`config.mk`:
```
export PLATFORM = sky130hd
export DESIGN_NAME = hazard_stall_controller
export DESIGN_NICKNAME = d
export VERILOG_FILES = /design/src/rtl/hazard_stall_controller.sv
export SDC_FILE = /design/constraint.sdc
export NUM_CORES = 1
export LEC_CHECK = 0
export ABC_CLOCK_PERIOD_IN_PS = 2300
export CAP_MARGIN = 15
export CELL_PAD_IN_SITES_DETAIL_PLACEMENT = 0
export CELL_PAD_IN_SITES_GLOBAL_PLACEMENT = 2
export CORE_MARGIN = 2
export CORE_UTILIZATION = 21
export CTS_CLUSTER_DIAMETER = 80
export DETAILED_ROUTE_END_ITERATION = 8
export PLACE_DENSITY_LB_ADDON = 0.1
export SLEW_MARGIN = 20
export SYNTH_ARGS = -nofsm -noshare
export SYNTH_HDL_FRONTEND = slang
export SYNTH_SLANG_ARGS = --single-unit
```
`constraint.sdc`:
```
create_clock -name clk -period 2.3 [get_ports clk]
set_input_delay 0.46 -clock clk [delete_from_list [all_inputs] [get_ports clk]]
set_output_delay 0.46 -clock clk [all_outputs]
set_load 0.05 [all_outputs]
```
`src/rtl/hazard_stall_controller.sv`:
```
// Pipeline stall/flush/bubble sequencing for load-use, mult/div occupancy and taken branches.
// Optional HAZARD_PERF_EN adds saturating stall_cycles and flush_count counters.
module hazard_stall_controller #(
    parameter int unsigned MULDIV_LAT = 32,
    parameter int unsigned REG_W      = 5
) (
    input  logic             clk,
    input  logic             rst_n,
    input  logic [REG_W-1:0] id_rs,
    input  logic [REG_W-1:0] id_rt,
    input  logic             id_uses_rt,
    input  logic             id_muldiv,
    input  logic             id_reads_hilo,
    input  logic             ex_mem_read,
    input  logic [REG_W-1:0] ex_rt,
    input  logic             ex_branch_taken,
    output logic             pc_write,
    output logic             if_id_write,
    output logic             if_id_flush,
    output logic             id_ex_bubble,
    output logic             muldiv_start,
    output logic             muldiv_busy
`ifdef HAZARD_PERF_EN
    ,
    output logic [31:0]      stall_cycles,
    output logic [15:0]      flush_count
`endif
);

    localparam int unsigned CNT_W = $clog2(MULDIV_LAT + 1);

    localparam logic [0:0] RUN  = 1'b0;
    localparam logic [0:0] BUSY = 1'b1;

    logic [0:0]       state, state_nxt;
    logic [CNT_W-1:0] cnt, cnt_nxt;
    logic             load_use;
    logic             hilo_hz;
    logic             busy_int;

    always_comb begin
        busy_int = (state == BUSY);
        load_use = ex_mem_read && (ex_rt != '0) &&
                   ((ex_rt == id_rs) || (id_uses_rt && (ex_rt == id_rt)));
        hilo_hz  = busy_int && (id_muldiv || id_reads_hilo);
    end

    // Mealy outputs: reset overrides everything, then branch, then stall, then normal flow.
    always_comb begin
        pc_write     = 1'b0;
        if_id_write  = 1'b0;
        if_id_flush  = 1'b1;
        id_ex_bubble = 1'b1;
        muldiv_start = 1'b0;
        muldiv_busy  = 1'b0;
        if (rst_n) begin
            muldiv_busy = busy_int;
            if (ex_branch_taken) begin
                pc_write     = 1'b1;
                if_id_write  = 1'b1;
                if_id_flush  = 1'b1;
                id_ex_bubble = 1'b1;
            end else if (load_use || hilo_hz) begin
                pc_write     = 1'b0;
                if_id_write  = 1'b0;
                if_id_flush  = 1'b0;
                id_ex_bubble = 1'b1;
            end else begin
                pc_write     = 1'b1;
                if_id_write  = 1'b1;
                if_id_flush  = 1'b0;
                id_ex_bubble = 1'b0;
                muldiv_start = id_muldiv && (state == RUN);
            end
        end
    end

    always_comb begin
        state_nxt = state;
        cnt_nxt   = cnt;
        if (state == RUN) begin
            if (muldiv_start) begin
                state_nxt = BUSY;
                cnt_nxt   = CNT_W'(MULDIV_LAT);
            end
        end else begin
            if (cnt == CNT_W'(1)) begin
                state_nxt = RUN;
                cnt_nxt   = '0;
            end else begin
                cnt_nxt = cnt - CNT_W'(1);
            end
        end
    end

    always_ff @(posedge clk or negedge rst_n) begin
        if (!rst_n) begin
            state <= RUN;
            cnt   <= '0;
        end else begin
            state <= state_nxt;
            cnt   <= cnt_nxt;
        end
    end

`ifdef HAZARD_PERF_EN
    always_ff @(posedge clk or negedge rst_n) begin
        if (!rst_n) begin
            stall_cycles <= '0;
            flush_count  <= '0;
        end else begin
            if (!pc_write && (stall_cycles != '1))
                stall_cycles <= stall_cycles + 32'd1;
            if (ex_branch_taken && (flush_count != '1))
                flush_count <= flush_count + 16'd1;
        end
    end
`endif

endmodule

```
==> results.md <==
- In the final layout, flip-flops and latches occupy between 150 and 200 um2.
- The finished layout holds 147 standard cells, fillers aside.
- The peak ir drop on the vdd network is about 0.18 mV.
- The setup check on the worst reg-to-reg path leaves a slack of ~0.74 ns.
- The share of synthesized area occupied by flip-flops and latches is 0.302.
- The remaining antenna violation count is 0.
- The number of nets at the end of the flow is approximately 140.
- Along the worst path, the maximum fanout reaches 2.
- The initial utilization of the core area, before any placement, comes to 0.216.
- The share of the clock period used by the worst path after layout is 0.971.
- The initial antenna violation count is 0.
- The number of standard-cell rows in the floorplan is 19.
- Derived from the worst setup path, the maximum achievable clock frequency is 448 MHz.
- The H-tree depth is 1.
- The area of the die is ~3200 um2.
- Counting instances in the post-synthesis netlist gives the leading cell types as xnor2_1 (10), dfrtp_1 (7), inv_1 (7).
- The launching point of the worst reg2reg path is cnt[1].
- The setup skew after layout is between 0.0004 and 0.0005 ns.
- Detailed placement finished with a half-perimeter wire length of about 1.4 mm.
- After synthesis the netlist holds a flip-flop and latch count of 7.
- The slew at the pin closest to its max-slew limit is roughly 0.37 ns.
- In the final routed layout, each cell accounts on average for about 11 um.
- The leakage power is just over 0.5 nW.
- Setup repair after global routing left no endpoint under its margin.
- The via count normalized by instance count is approximately 4.6.
- Among all cell types in the netlist, the one instantiated most often is xnor2_1.
- STA puts the critical path data arrival time at around 1.8 ns.
- After clock tree synthesis, the clock-pin slew on the worst setup and hold paths is about 0.050 ns.
- Compared with the post-synthesis result, the final layout area differs by 89.6%.
- For this run, the leading register cell type out of synthesis is dfrtp_1.
- The share of cells above drive strength 1 is 0.310.
- The worst slew slack as a fraction of its limit is 0.752.
- The total routing resource utilization after global routing is 0.108.
- The longest clock path from root to sink contains 2 buffers.
- The warning count from the yosys run is 0.
- Summed over all failing endpoints, the final setup total negative slack is 0 ns.
- The insertion delay of the later-clocked pin in the worst-skew pair is between 0.2 and 0.3 ns.
- Power spread over the standard cell area amounts to between 300 and 400 nW/um2.
- The number of CTS-inserted buffers is 3.
- The count of pins over their slew limit was 0.
- The leftover overflow at the end of global routing is 0.
- Counting every net in the synthesized netlist gives 95.
- The sink count of the clock tree is 7.
- In this run the vertical extent of the chip is 56.5 um.
- Along the worst hold path, the cell count comes to 1.
- The portion of synthesized cell area occupied by the leading cell type is 0.302.
- TritonCTS built the clock tree.
- The worst hold path belongs to the class flop to flop.
- Across the run, the number of max-cap violations was 0.
- The final hold slack is ~0.5 ns.
- In this run the critical register-to-register path is captured at cnt[3].
- The critical path launch point type is an input pin.
- The synthesized instance count is just over 70.
- The number of global-route vias before repair is about 650.
- In this design, the stage delay of the slowest critical-path cell is 0.53 ns.
- The number of hold-slack violations in the final timing report was 0.
- The clock tree root buffer cell is clkbuf_4.
- The area of the multi-input gates is between 300 and 400 um2.
- The post-cts hold buffer count is 0.
- The critical path goes through buf_2 > or4_4 > o21a_1 > a211o_1 > inv_2 > buf_12.
- The number of violations reported at the end of detailed-routing iteration 0 is 11.
- Power comes to between 300 and 400 uW.
- The end point of the critical path is muldiv_start.
- The maximum number of pins on one net before global-route repair is 11.
- The endpoint class of the critical path is an output pin.
- The global-route wire length before repair is 2.67 mm.
- 0 antenna diodes ended up in the layout.
- Setup violations remaining at the end of the flow were counted as 0.
- During I/O placement, the number of pins put on the boundary was 28.
- Yosys attributes the largest share of cell area to dfrtp_1 (30%), xnor2_1 (15%), o21ai_0 (5.2%).
- The core box area is between 2000 and 3000 um2.
- The wire length reported by the detailed router is about 1.7 mm.
- The detailed-route via count is 669.
- The final estimated routing congestion in global placement is slightly above 0.7.
- The layout has ~300 filler cells.
- Input and output buffers added on the ports amount to 27.
- The number of search-and-repair iterations in the first detailed-routing pass is 4.
- The mean post-synth cell area is between 8 and 9 um2.
- The final critical path time including I/O delays and setup is 2.23 ns.
- The die width is about 57 um.
- At the worst endpoint, the required time is between 1.5 and 2 ns.
- The critical path launch point is ex_rt[2].
- The worst register-to-register path has a depth of 8.
- The share of the core filled with cells is 0.409.
- The number of placed instances, taps included, is 142.
- The area of the mapped netlist is 579 um2.
- The count of distinct cell types in the synthesized netlist is 30.
- The synthesized design contains 0 enable-type register cells.
- The proportion of synthesized flip-flops having asynchronous set or reset is 1.00.
- The critical path is of the input pin to output pin type.
- The DRC violation count after routing is 0.
- The run finished with clean final reports.
- The slowest stage of the critical path is the or4_4 cell.
- dfrtp_1 takes more of the synthesized area than any other cell.
==> state kept, by name, indices dropped and copies added, names as in the netlist <==
signal / count
busy_int: 1
cnt: 6
==> cells by family after synthesis <==
logic type / Yosys count / synth area share
multiplexers: 1 / 0.0173
flip-flops: 7 / 0.302
buffers and inverters: 9 / 0.0648
AND/OR/NAND/NOR: 24 / 0.229
AO/OA/AOI/OAI: 18 / 0.192
adder cells (fa/ha/maj): 2 / 0.0432
XOR/XNOR: 10 / 0.151
==> critical path, delay by kind of cell <==
| kind | cells | cell delay [ns] |
|---|---|---|
| AND/OR/NAND/NOR | 1 | 0.53 |
| AO/OA/AOI/OAI | 2 | 0.47 |
| buffers and inverters | 3 | 0.30 |
==> what timing repair did <==
action / 4_1_cts / 5_1_grt
setup endpoints to repair: 4 / 2
buffers inserted: 1 / 0
pin swaps: 4 / 8
resized for setup: 20 / 6
endpoints found under the hold margin: 0 / 0
==> through the flow <==
step,area (um2),worst slack (ns)
after detailed placement,1050,-0.288
after floorplan,594,0.0527
after global placement,1050,-0.285
after CTS,1080,0.00618
after global routing,1100,0.00114
final,1100,0.0664
==> report_power, final <==
group | switching (mW) | leakage [nW] | internal (mW)
clock | 0.0482 | 0.0150 | 0.0664
sequential | 0 | 0.0781 | 0.123
combinational | 0.0547 | 0.411 | 0.0741
total | 0.103 | 0.504 | 0.264
==> routing by layer <==
layer,track usage,part of all wire,up-vias
met2,0.196,0.53,21
met4,0.0612,0.022,0
met1,0.118,0.41,300
met5,0,0,-
met3,0.0138,0.033,5
li1,-,-,343
==> worst min path at each step <==
stage           start       end  slack (ns)
2_1_floorplan   rst_n  busy_int        0.16
3_3_place_gp   cnt[0]    cnt[0]        0.49
3_5_place_dp   cnt[0]    cnt[0]        0.50
4_1_cts        cnt[0]    cnt[0]        0.50
5_1_grt        cnt[0]    cnt[0]        0.52
6_report       cnt[0]    cnt[0]        0.50
==> placed cells by master (no fill, tap or decap), drive strengths merged <==
master,count
o22ai,1
o211ai,1
dlygate4sd2,1
buf,25
nor3,1
xnor2,10
mux2i,1
a21oi,2
nand3b,1
or3,1
nand3,5
a31oi,2
o31ai,2
a211o,1
and2,1
nor2,2
ha,2
o41ai,1
and3,2
o21ai,7
dfrtp,7
clkbuf,4
inv,7
nand4,1
nand2,5
clkdlybuf4s50,12
o21a,1
nor2b,1
nand2b,2
clkdlybuf4s15,1
dlymetal6s2s,4
or4,2
==> final cells by class <==
class | instances | area share
inverters | 7 | 0.0239
flip-flops and latches | 7 | 0.159
multi-input cells | 55 | 0.360
well taps | 31 | 0.0353
clock buffers | 4 | 0.0239
repair buffers | 43 | 0.397
(Power assumes the default switching activity.)
